<file path="src/rtl/btn_pkg.sv">
// Shared definitions for the push-button conditioning blocks: FSM state
// encoding, default timing derived from the system clock, and sizing helpers.
package btn_pkg;

   // System clock frequency that every button block is timed against.
   localparam int CLK_HZ = 50_000_000;

   // Default timing: 1 ms debounce, 0.5 s before the first repeat, then 10 Hz.
   localparam int DB_CYCLES_DEF     = CLK_HZ / 1000;
   localparam int REPEAT_DELAY_DEF  = CLK_HZ / 2;
   localparam int REPEAT_PERIOD_DEF = CLK_HZ / 10;

   // Debounce / repeat FSM states, 3-bit encoding.
   typedef enum logic [2:0] {
      IDLE      = 3'd0,
      ARMING    = 3'd1,
      HELD      = 3'd2,
      REPEATING = 3'd3,
      RELEASING = 3'd4
   } state_t;

   // Largest of three cycle counts.
   function automatic int max3(input int a, input int b, input int c);
      int m;
      m = a;
      if (b > m) m = b;
      if (c > m) m = c;
      return m;
   endfunction

   // Timer width able to hold (largest count - 1); never narrower than 1 bit.
   function automatic int timer_width(input int a, input int b, input int c);
      int m;
      m = max3(a, b, c);
      if (m <= 1) return 1;
      return $clog2(m);
   endfunction

endpackage

</file>
<file path="src/rtl/btn_step_pulse_if.sv">
// Button-side bundle: raw pad input in, step strobe and debounced level out.
interface btn_step_pulse_if;
   logic btn_in;
   logic pulse;
   logic btn_db;

   // Stimulus / pad side: drives the raw button, observes the results.
   modport master (
      output btn_in,
      input  pulse,
      input  btn_db
   );

   // Conditioning block side.
   modport slave (
      input  btn_in,
      output pulse,
      output btn_db
   );
endinterface

</file>
<file path="src/rtl/btn_step_pulse_sync_2ff.sv">
// Two-flop synchroniser for one asynchronous bit into the clkf domain.
module sync_2ff (
   input  logic clkf,
   input  logic rst,
   input  logic d,
   output logic q
);

   logic meta_reg;
   logic sync_reg;

   // Shift the pad value through two flops; both clear on reset so a held
   // button looks like a fresh press once reset is released.
   always_ff @(posedge clkf) begin
      if (rst) begin
         meta_reg <= 1'b0;
         sync_reg <= 1'b0;
      end else begin
         meta_reg <= d;
         sync_reg <= meta_reg;
      end
   end

   assign q = sync_reg;

endmodule

</file>
<file path="src/rtl/btn_step_pulse.sv">
// Push-button conditioner: synchronises the pad, debounces press and release,
// and emits one-cycle step strobes (optionally auto-repeating while held).
module btn_step_pulse
   import btn_pkg::*;
#(
   parameter int DB_CYCLES     = DB_CYCLES_DEF,
   parameter int REPEAT_EN     = 1,
   parameter int REPEAT_DELAY  = REPEAT_DELAY_DEF,
   parameter int REPEAT_PERIOD = REPEAT_PERIOD_DEF
) (
   input  logic                clkf,
   input  logic                rst,
   btn_step_pulse_if.slave     bus
);

   localparam int TW = timer_width(DB_CYCLES, REPEAT_DELAY, REPEAT_PERIOD);

   // Terminal counts: the timer starts at 0 on entry, so N cycles end at N-1.
   localparam logic [TW-1:0] DB_LAST  = TW'(DB_CYCLES - 1);
   localparam logic [TW-1:0] RD_LAST  = TW'(REPEAT_DELAY - 1);
   localparam logic [TW-1:0] RP_LAST  = TW'(REPEAT_PERIOD - 1);
   localparam logic [TW-1:0] TMR_MAX  = '1;
   localparam logic [TW-1:0] TMR_ONE  = TW'(1);
   localparam bit            RPT_ON   = (REPEAT_EN != 0);

   logic          btn_s;
   state_t        state_reg,  state_next;
   logic [TW-1:0] timer_reg,  timer_next;
   logic          pulse_reg,  pulse_next;
   logic          db_reg,     db_next;
   logic          timer_clr;

   sync_2ff u_sync (
      .clkf (clkf),
      .rst  (rst),
      .d    (bus.btn_in),
      .q    (btn_s)
   );

   // Next-state, strobe and debounced-level decode from the synchronised button.
   always_comb begin
      state_next = state_reg;
      pulse_next = 1'b0;
      timer_clr  = 1'b0;

      unique case (state_reg)
         IDLE: begin
            if (btn_s) state_next = ARMING;
         end
         ARMING: begin
            // A press that drops before the debounce window ends is bounce.
            if (!btn_s) begin
               state_next = IDLE;
            end else if (timer_reg == DB_LAST) begin
               state_next = HELD;
               pulse_next = 1'b1;
            end
         end
         HELD: begin
            if (!btn_s) begin
               state_next = RELEASING;
            end else if (RPT_ON && (timer_reg == RD_LAST)) begin
               state_next = REPEATING;
               pulse_next = 1'b1;
            end
         end
         REPEATING: begin
            // Release takes priority over a coinciding repeat terminal count.
            if (!btn_s) begin
               state_next = RELEASING;
            end else if (timer_reg == RP_LAST) begin
               pulse_next = 1'b1;
               timer_clr  = 1'b1;
            end
         end
         RELEASING: begin
            // Going high again is release bounce: back to HELD, repeat delay
            // restarts because the state change clears the timer.
            if (btn_s) begin
               state_next = HELD;
            end else if (timer_reg == DB_LAST) begin
               state_next = IDLE;
            end
         end
         default: begin
            state_next = IDLE;
         end
      endcase

      // Timer restarts on any state change or repeat tick; it saturates so a
      // long hold without auto-repeat can never wrap back into a terminal count.
      if ((state_next != state_reg) || timer_clr) begin
         timer_next = '0;
      end else if (timer_reg != TMR_MAX) begin
         timer_next = timer_reg + TMR_ONE;
      end else begin
         timer_next = timer_reg;
      end

      db_next = (state_next == HELD) || (state_next == REPEATING) ||
                (state_next == RELEASING);
   end

   // State, timer and registered outputs all advance on the same edge.
   always_ff @(posedge clkf) begin
      if (rst) begin
         state_reg <= IDLE;
         timer_reg <= '0;
         pulse_reg <= 1'b0;
         db_reg    <= 1'b0;
      end else begin
         state_reg <= state_next;
         timer_reg <= timer_next;
         pulse_reg <= pulse_next;
         db_reg    <= db_next;
      end
   end

   assign bus.pulse  = pulse_reg;
   assign bus.btn_db = db_reg;

endmodule

</file>
<file path="src/flat_wrapper.sv">
// flat-port wrapper written by rule: the top's interface ports become plain ports
module btn_step_pulse_flat import btn_pkg::*;
#(
   parameter int DB_CYCLES     = DB_CYCLES_DEF,
   parameter int REPEAT_EN     = 1,
   parameter int REPEAT_DELAY  = REPEAT_DELAY_DEF,
   parameter int REPEAT_PERIOD = REPEAT_PERIOD_DEF
)
  (clkf, rst, bus_btn_in, bus_pulse, bus_btn_db);
  btn_step_pulse_if bus_i ();
  input  logic clkf;
  input  logic rst;
  input wire logic [$bits(bus_i.btn_in)-1:0] bus_btn_in;
  output wire logic [$bits(bus_i.pulse)-1:0] bus_pulse;
  output wire logic [$bits(bus_i.btn_db)-1:0] bus_btn_db;
  assign bus_i.btn_in = bus_btn_in;
  assign bus_pulse = bus_i.pulse;
  assign bus_btn_db = bus_i.btn_db;
  btn_step_pulse #(.DB_CYCLES(DB_CYCLES), .REPEAT_EN(REPEAT_EN), .REPEAT_DELAY(REPEAT_DELAY), .REPEAT_PERIOD(REPEAT_PERIOD)) u_core (.clkf(clkf), .rst(rst), .bus(bus_i));
endmodule
</file>
<file path="config.mk">
export PLATFORM = sky130hd
export DESIGN_NAME = btn_step_pulse_flat
export DESIGN_NICKNAME = d
export VERILOG_FILES = /design/src/rtl/btn_pkg.sv /design/src/rtl/btn_step_pulse_if.sv /design/src/rtl/btn_step_pulse_sync_2ff.sv /design/src/rtl/btn_step_pulse.sv /design/src/flat_wrapper.sv
export SDC_FILE = /design/constraint.sdc
export NUM_CORES = 1
export LEC_CHECK = 0
export CORE_MARGIN = 3
export CORE_UTILIZATION = 30
export DETAILED_ROUTE_END_ITERATION = 6
export SYNTH_ARGS = -nofsm -noshare
export SYNTH_HDL_FRONTEND = slang
export SYNTH_SLANG_ARGS = --single-unit
</file>
<file path="constraint.sdc">
create_clock -name clkf -period 6.25 [get_ports clkf]
set_clock_uncertainty 0.05 [all_clocks]
set_input_delay 1.25 -clock clkf [delete_from_list [all_inputs] [get_ports clkf]]
set_output_delay 1.25 -clock clkf [all_outputs]
set_load 0.03 [all_outputs]
</file>
==> summary.txt <==
outcome: finished clean
CTS root buf: clkbuf_8
Critical Path End Type: output port
CTS tree: done
core area: 0.005238 mm^2
HPWL after DPL: 2740 um
CP Class: register to output port
Yosys warning count: 0
final-stage net count: 212
CTS HTree Levels: 2
initial antenna violation count: 0
mean post-synth cell area: 8.277 um^2
FF+latch count, synth: 32
crit path from: u_core.bus.btn_db$_SDFF_PP0_
vias in the first global route: 1418
Die Wd: 80.28 um
slew margin rel.: 0.5324
final antenna-violating net count: 0
Hold Buf Count CTS: 0
fraction of layout cells with a size suffix above 1: 0.09091
Worst Tran Pin Value: 0.6960 ns
via count: 1484
design internal power: 0.3521 mW
WP data required: 4.95 ns
setup TNS: 0 ns
largest net degree at the start of global routing: 26
crit path DAT: 1.25 ns
worst r2r src: u_core.timer_reg[21]$_SDFFE_PP0P_
synth unique cells: 43
final wirelength: 3729 um
Switch Pwr: 0.08548 mW
first-pass GRT wire length: 6568 um
CTS clk-pin slew, worst paths: 0.07 ns
Net Count, Synth: 204
clock buffer count from CTS: 5
IO Pins: 5
Hold Crit Start: u_core.u_sync.meta_reg$_SDFF_PP0_
setup repair bufs after CTS: 0
wire length per cell: 13.37 um
cts repair resizes: 0
Startpoint Class: register
# port buffers: 4
sequential share of the synthesized area: 0.3870
initial core utilization: 0.3161
Layout area overhead: 15.65%
gr usage total: 0.1276
Clock Sinks: 32
Critical-path top delay cell: clkdlybuf4s50_1
Leakage Power: 0.5487 nW
drc violations: 0
critical path's top delay family: buffers and inverters
period utilization: 0.4076
Switching Fraction: 0.1953
unrepaired setup endpoints after global routing: false
Syn Inst Count: 200
min cycle time layout: 2.548 ns
Final Cell Area: 0.001914 mm^2
Core Util, Final: 0.3655
Max Cap Viol: 0
Critical path buffers and inverters: 1
Max Fclk: 392.5 MHz
Peak supply drop: 0.09526 mV
max FFs per register: 25
HP Class: register to register
drt first pass iters: 4
worst-path maximum fanout: 1
via density per instance: 5.319
clock share of power: 0.495
Max clock buf depth: 2
Pwr Density: 228.6 mW/mm^2
Placer Congestion: 0.8293
combinational share of power: 0.028
DRT iter0 DRCs: 105
setup violators final: 0
mapped cell area: 0.001655 mm^2
die area: 0.006445 mm^2
Post-synth EDFFs: 0
ANT cells: 0
number of cell rows: 26
CP max stage delay: 0.66 ns
CP Cell Sequence: clkdlybuf4s50_1
asr flop ratio synth: 0
Worst R2R Setup Slack: 3.81 ns
max-slew violations: 0
chip height: 80.28 um
Clk Latency, worst-skew pair: 0.28 ns
dpl cell area: 0.001788 mm^2
count of final hold-check violations: 0
register share of total power: 0.477
Primary FF master, synth: dfxtp_1
grt total ovfl: 0
## path summary, 6_finish.rpt
check                                      to  depth (start not counted)
max reg2reg  u_core.timer_reg[4]$_SDFFE_PP0P_                          5
max                                bus_btn_db                          1
min                u_core.u_sync.q$_SDFF_PP0_                          1
min reg2reg        u_core.u_sync.q$_SDFF_PP0_                          1
## cell type report
type,count,area [um^2]
Tap cell,70,87.58
Clock buffer,7,96.34
Clock inverter,1,30.03
Inverter,6,22.52
Timing Repair Buffer,7,62.56
Sequential cell,32,640.6
Multi-Input combinational cell,156,974.7
Fill cell,544,3323
## metrics by stage
step	cells	hold slack, ns	worst slack [ns]	power, mW
6_report	279	0.3919	3.702	0.4376
5_1_grt	279	0.4175	3.649	0.4539
4_1_cts	279	0.3922	3.693	0.4414
3_5_place_dp	271	0.3762	3.547	0.2256
3_3_place_gp	271	0.3746	3.585	0.2255
2_1_floorplan	200	0.3638	4.129	0.2209
## cell usage in the layout (no fill, tap or decap), types with 2 or more instances in the layout
cell type	Yosys	layout
xnor2_1	13	13
nand3_1	9	9
or3_1	3	3
clkdlybuf4s50_1	0	4
inv_1	6	6
a21boi_0	3	3
nor2b_1	2	2
a21oi_1	6	6
nor2_1	25	25
nand4_1	10	10
a2111oi_0	2	2
or4_1	3	3
nor4_1	8	7
and4_1	2	2
o21ai_0	2	2
dfxtp_1	32	32
or3_2	2	2
buf_4	0	3
nor3_1	14	14
nand2_1	13	13
nor4bb_1	2	2
and3_1	2	2
clkbuf_8	0	7
xor2_1	4	4
a211oi_1	10	10
a31oi_1	3	3
## power by group through the flow
stage | Sequential, mW | Combinational [mW] | Clock, mW
floorplan | 0.213 | 0.00835 | 0
global placement | 0.213 | 0.0123 | 0
detailed placement | 0.213 | 0.0123 | 0
CTS | 0.209 | 0.0125 | 0.220
global route | 0.209 | 0.0140 | 0.231
finish | 0.209 | 0.0123 | 0.217
## cell families after synthesis
family	count (synthesis)	share of synthesized area
buffers and inverters	12	0.02796
adders and majority gates	1	0.007557
xor gates and xnor gates	17	0.08995
and+or+nand+nor	102	0.3288
AOI/OAI and AO/OA	34	0.1459
muxes	2	0.01285
DFF	32	0.3870
## synthesized netlist by cell type, types with 3 or more instances
cell type	instances	area, um^2
a21oi_1	6	30.03
clkbuf_1	5	18.77
a31oi_1	3	18.77
xnor2_1	13	113.9
nor2_1	25	93.84
or4_1	3	22.52
nor4_1	8	50.05
xor2_1	4	35.03
inv_1	6	22.52
nand2_1	13	48.80
a211oi_1	10	75.07
nor3_1	14	70.07
or3_1	3	18.77
dfxtp_1	32	640.6
a21boi_0	3	22.52
nand4_1	10	62.56
nand3_1	9	45.04
## layer usage
layer / part of all wire / vias to the layer above / GRT usage
li1: - / 762 / -
met1: 0.50 / 695 / 0.1662
met2: 0.46 / 22 / 0.2111
met3: 0.037 / 5 / 0.03475
met4: 0.0064 / 0 / 0.02534
met5: 0 / - / 0
Power figures use the tool's default switching activity.
==> RTL edit 1: new RTL, config.mk and constraints unchanged <==
Reset style: asynchronous (`rst`), changed in 2 clocked blocks.
--- a/src/rtl/btn_step_pulse_sync_2ff.sv
+++ b/src/rtl/btn_step_pulse_sync_2ff.sv
@@ -11,7 +11,7 @@
 
    // Shift the pad value through two flops; both clear on reset so a held
    // button looks like a fresh press once reset is released.
-   always_ff @(posedge clkf) begin
+   always_ff @(posedge clkf or posedge rst) begin
       if (rst) begin
          meta_reg <= 1'b0;
          sync_reg <= 1'b0;
--- a/src/rtl/btn_step_pulse.sv
+++ b/src/rtl/btn_step_pulse.sv
@@ -102,7 +102,7 @@
    end
 
    // State, timer and registered outputs all advance on the same edge.
-   always_ff @(posedge clkf) begin
+   always_ff @(posedge clkf or posedge rst) begin
       if (rst) begin
          state_reg <= IDLE;
          timer_reg <= '0;
Function: no difference found for any inputs over 10 cycles, from zero or initial values and one cycle with rst high; that may be too few to reach the edited logic, so the function may still have changed.
==> RTL edit 1 against the unedited design <==
Hold slack lost 83 ps. Worst setup slack worse by 330 ps. Wire length rose by 11%. Area after synthesis rose by 10%. Sequential cell count did not move. Largest power group is now registers. Design area rose by 4.3%. Combinational power increased by 86%. Total power shrank 7.7%. Critical path type is now flip-flop to flip-flop. Global-route usage down 0.17 points. Cell count fell by 1.4%.
==> RTL edit 1: results (changes against the unedited design) <==
[outcome]
outcome=finished, final reports clean

[synthesis]
share_of_the_synthesized_area_in_compound_gates_ao_oa_aoi_oai=0.132  ; -0.0139
synth_async_sr_flop_share=1.00  ; +1.00
synth_fa_ha_area_frac=0.00687  ; -0.000686
synth_area_per_cell_um2=9.15  ; +11%

[placed_design]
preCtsSetupSlack_ps=3320  ; -225 ps
place.gp.congestion=0.845  ; +1.8%
postPlaceCellArea_um2=1910  ; +6.6%

[critical_path]
worst_path_max_delay_cell=sky130_fd_sc_hd__a211oi_4
critical_path_class=flip-flop to flip-flop
crit_arrival_ps=2950  ; +1700 ps

[cells_and_area]
clockBufferCount=8  ; +1
n_all_inverters=4  ; -2
final-clk-cell-share=0.0451  ; -0.0209
multi_input_gate_count=153  ; -1.9%
nFillCells=592  ; +8.8%
finalNetCount=206  ; -2.8%

[detailed_routing]
detail_route.wirelength_mm=4.15  ; +11%
routed-via-count=1505  ; +1.4%
route.layer.met1.wl_mm=2.12  ; +14%
route.met2.wl_mm=1.79  ; +4.9%

[global_route]
grt.met1_usage=0.179  ; +0.0132
grt.total_usage=0.126  ; -0.00168
use_met3=0.0296  ; -0.00514
grt_start_max_net_pins=33  ; +27%

[timing]
timing.final.crit_share=0.461  ; +0.0535
slew_headroom=0.327  ; -0.206

[power]
peak_supply_drop_uv=94.4  ; -0.86%
clock_power_mw=0.164  ; -24%

-- RTL edit 1: cell count changes in the layout (fill, tap and decap cells not counted), sizes merged, moves of 3 or more --
cell / before / now
o2111ai: 0 / 4
a21oi: 6 / 9
o21ai: 3 / 13
and2: 0 / 3
nor4b: 0 / 3
nor2: 25 / 17
a21boi: 3 / 0
o211ai: 0 / 3
xor2: 4 / 14
dfrtp: 0 / 32
xnor2: 13 / 2
dfxtp: 32 / 0
a211oi: 10 / 2
-- RTL edit 1: worst min path at each step --
stage	startpoint	to	slack, ps
2_1_floorplan	u_core.u_sync.meta_reg	u_core.u_sync.q	280
3_3_place_gp	u_core.u_sync.meta_reg	u_core.u_sync.q	280
3_5_place_dp	u_core.u_sync.meta_reg	u_core.u_sync.q	300
4_1_cts	u_core.u_sync.meta_reg	u_core.u_sync.q	320
5_1_grt	u_core.u_sync.meta_reg	u_core.u_sync.q	330
6_report	u_core.u_sync.meta_reg	u_core.u_sync.q	310
==> RTL edit 2: new RTL, same flow settings <==
Made on the original files. `REPEAT_EN` is set to 1 in 2 places; all go to 0.
--- a/src/rtl/btn_step_pulse.sv
+++ b/src/rtl/btn_step_pulse.sv
@@ -4,7 +4,7 @@
    import btn_pkg::*;
 #(
    parameter int DB_CYCLES     = DB_CYCLES_DEF,
-   parameter int REPEAT_EN     = 1,
+   parameter int REPEAT_EN     = 0,
    parameter int REPEAT_DELAY  = REPEAT_DELAY_DEF,
    parameter int REPEAT_PERIOD = REPEAT_PERIOD_DEF
 ) (
--- a/src/flat_wrapper.sv
+++ b/src/flat_wrapper.sv
@@ -2,7 +2,7 @@
 module btn_step_pulse_flat import btn_pkg::*;
 #(
    parameter int DB_CYCLES     = DB_CYCLES_DEF,
-   parameter int REPEAT_EN     = 1,
+   parameter int REPEAT_EN     = 0,
    parameter int REPEAT_DELAY  = REPEAT_DELAY_DEF,
    parameter int REPEAT_PERIOD = REPEAT_PERIOD_DEF
 )
Function: no difference found for any inputs over 10 cycles, from zero or initial values and one cycle with rst high; that may be too few to reach the edited logic, so the function may still have changed.
==> RTL edit 2 against the unedited design <==
Sequential power hardly changed. Sequential cell count stayed put. Design area up 0.33%. Area after synthesis is 6.5% higher. Wire length is 9.4% higher. Worst setup slack worse by 300 ps. First-iteration DRC count increased by 11%. Non-clock buffer count did not move. Total power down 16%. Count of clock-buffer cells in the layout fell by 1. Largest power group is now registers. Highest routed layer unchanged.
==> RTL edit 2: results (changes against the unedited design) <==
[placed_design]
hpwlAfterDp_mm=2.81  ; +2.5%
dp_cells=269  ; -0.74%

[detailed_routing]
route.layer.met1.wl_mm=2.06  ; +11%
met3_wirelength_um=188  ; +36%
routed-via-count=1562  ; +5.3%

[power]
share_of_total_power_in_combinational_logic=0.038  ; +0.010
netSwitchingPower_mw=0.0817  ; -4.4%
power.leakage_nw=0.534  ; -2.6%

[synthesis]
share_of_cell_area_taken_by_muxes_after_synthesis=0.00568  ; -0.00717
synth.top_cells.by_count=sky130_fd_sc_hd__dfxtp_1 (32), sky130_fd_sc_hd__nor3_1 (25), sky130_fd_sc_hd__xnor2_1 (14)
synth_xor_area_frac=0.0745  ; -0.0154

[critical_path]
r2r_slack_ps=3630  ; -180 ps
ff2ff_path_depth=7  ; +2
critPathLaunch=rst
crit_fanout=24  ; +23
critical-path-max-stage-delay_ps=540  ; -120 ps

[cells_and_area]
drive_above_1_share=0.0784  ; -0.0125
clockBufferCount=6  ; -1
nFillCells=610  ; +12%
multiInputGateArea_um2=1040  ; +6.9%

[global_route]
use_met3=0.0358  ; +0.00104
grt_pass1_vias=1403  ; -1.1%
grt.met1_usage=0.195  ; +0.0285

[outcome]
outcome=finished, final reports clean

[timing]
slew_headroom=0.633  ; +0.101
timing.final.crit_share=0.456  ; +0.0480

==> RTL edit 2: changes by cell type after synthesis, sizes merged, moves of 3 or more <==
cell    unedited run  this run
a21oi              6        10
clkbuf             5         8
buf                1         5
xor2               4         1
nor3              14        25
nand2             14         8
inv                6         2
nor4b              0         3
and4               2         5
nor2              25         8
==> RTL edit 2: worst min path at each step <==
stage                      startpoint  cells past startpoint  slack (ps)         endpoint
6_report       u_core.u_sync.meta_reg                      1         390  u_core.u_sync.q
5_1_grt        u_core.u_sync.meta_reg                      1         420  u_core.u_sync.q
4_1_cts        u_core.u_sync.meta_reg                      1         390  u_core.u_sync.q
3_5_place_dp   u_core.u_sync.meta_reg                      1         390  u_core.u_sync.q
3_3_place_gp   u_core.u_sync.meta_reg                      1         380  u_core.u_sync.q
2_1_floorplan  u_core.u_sync.meta_reg                      1         360  u_core.u_sync.q
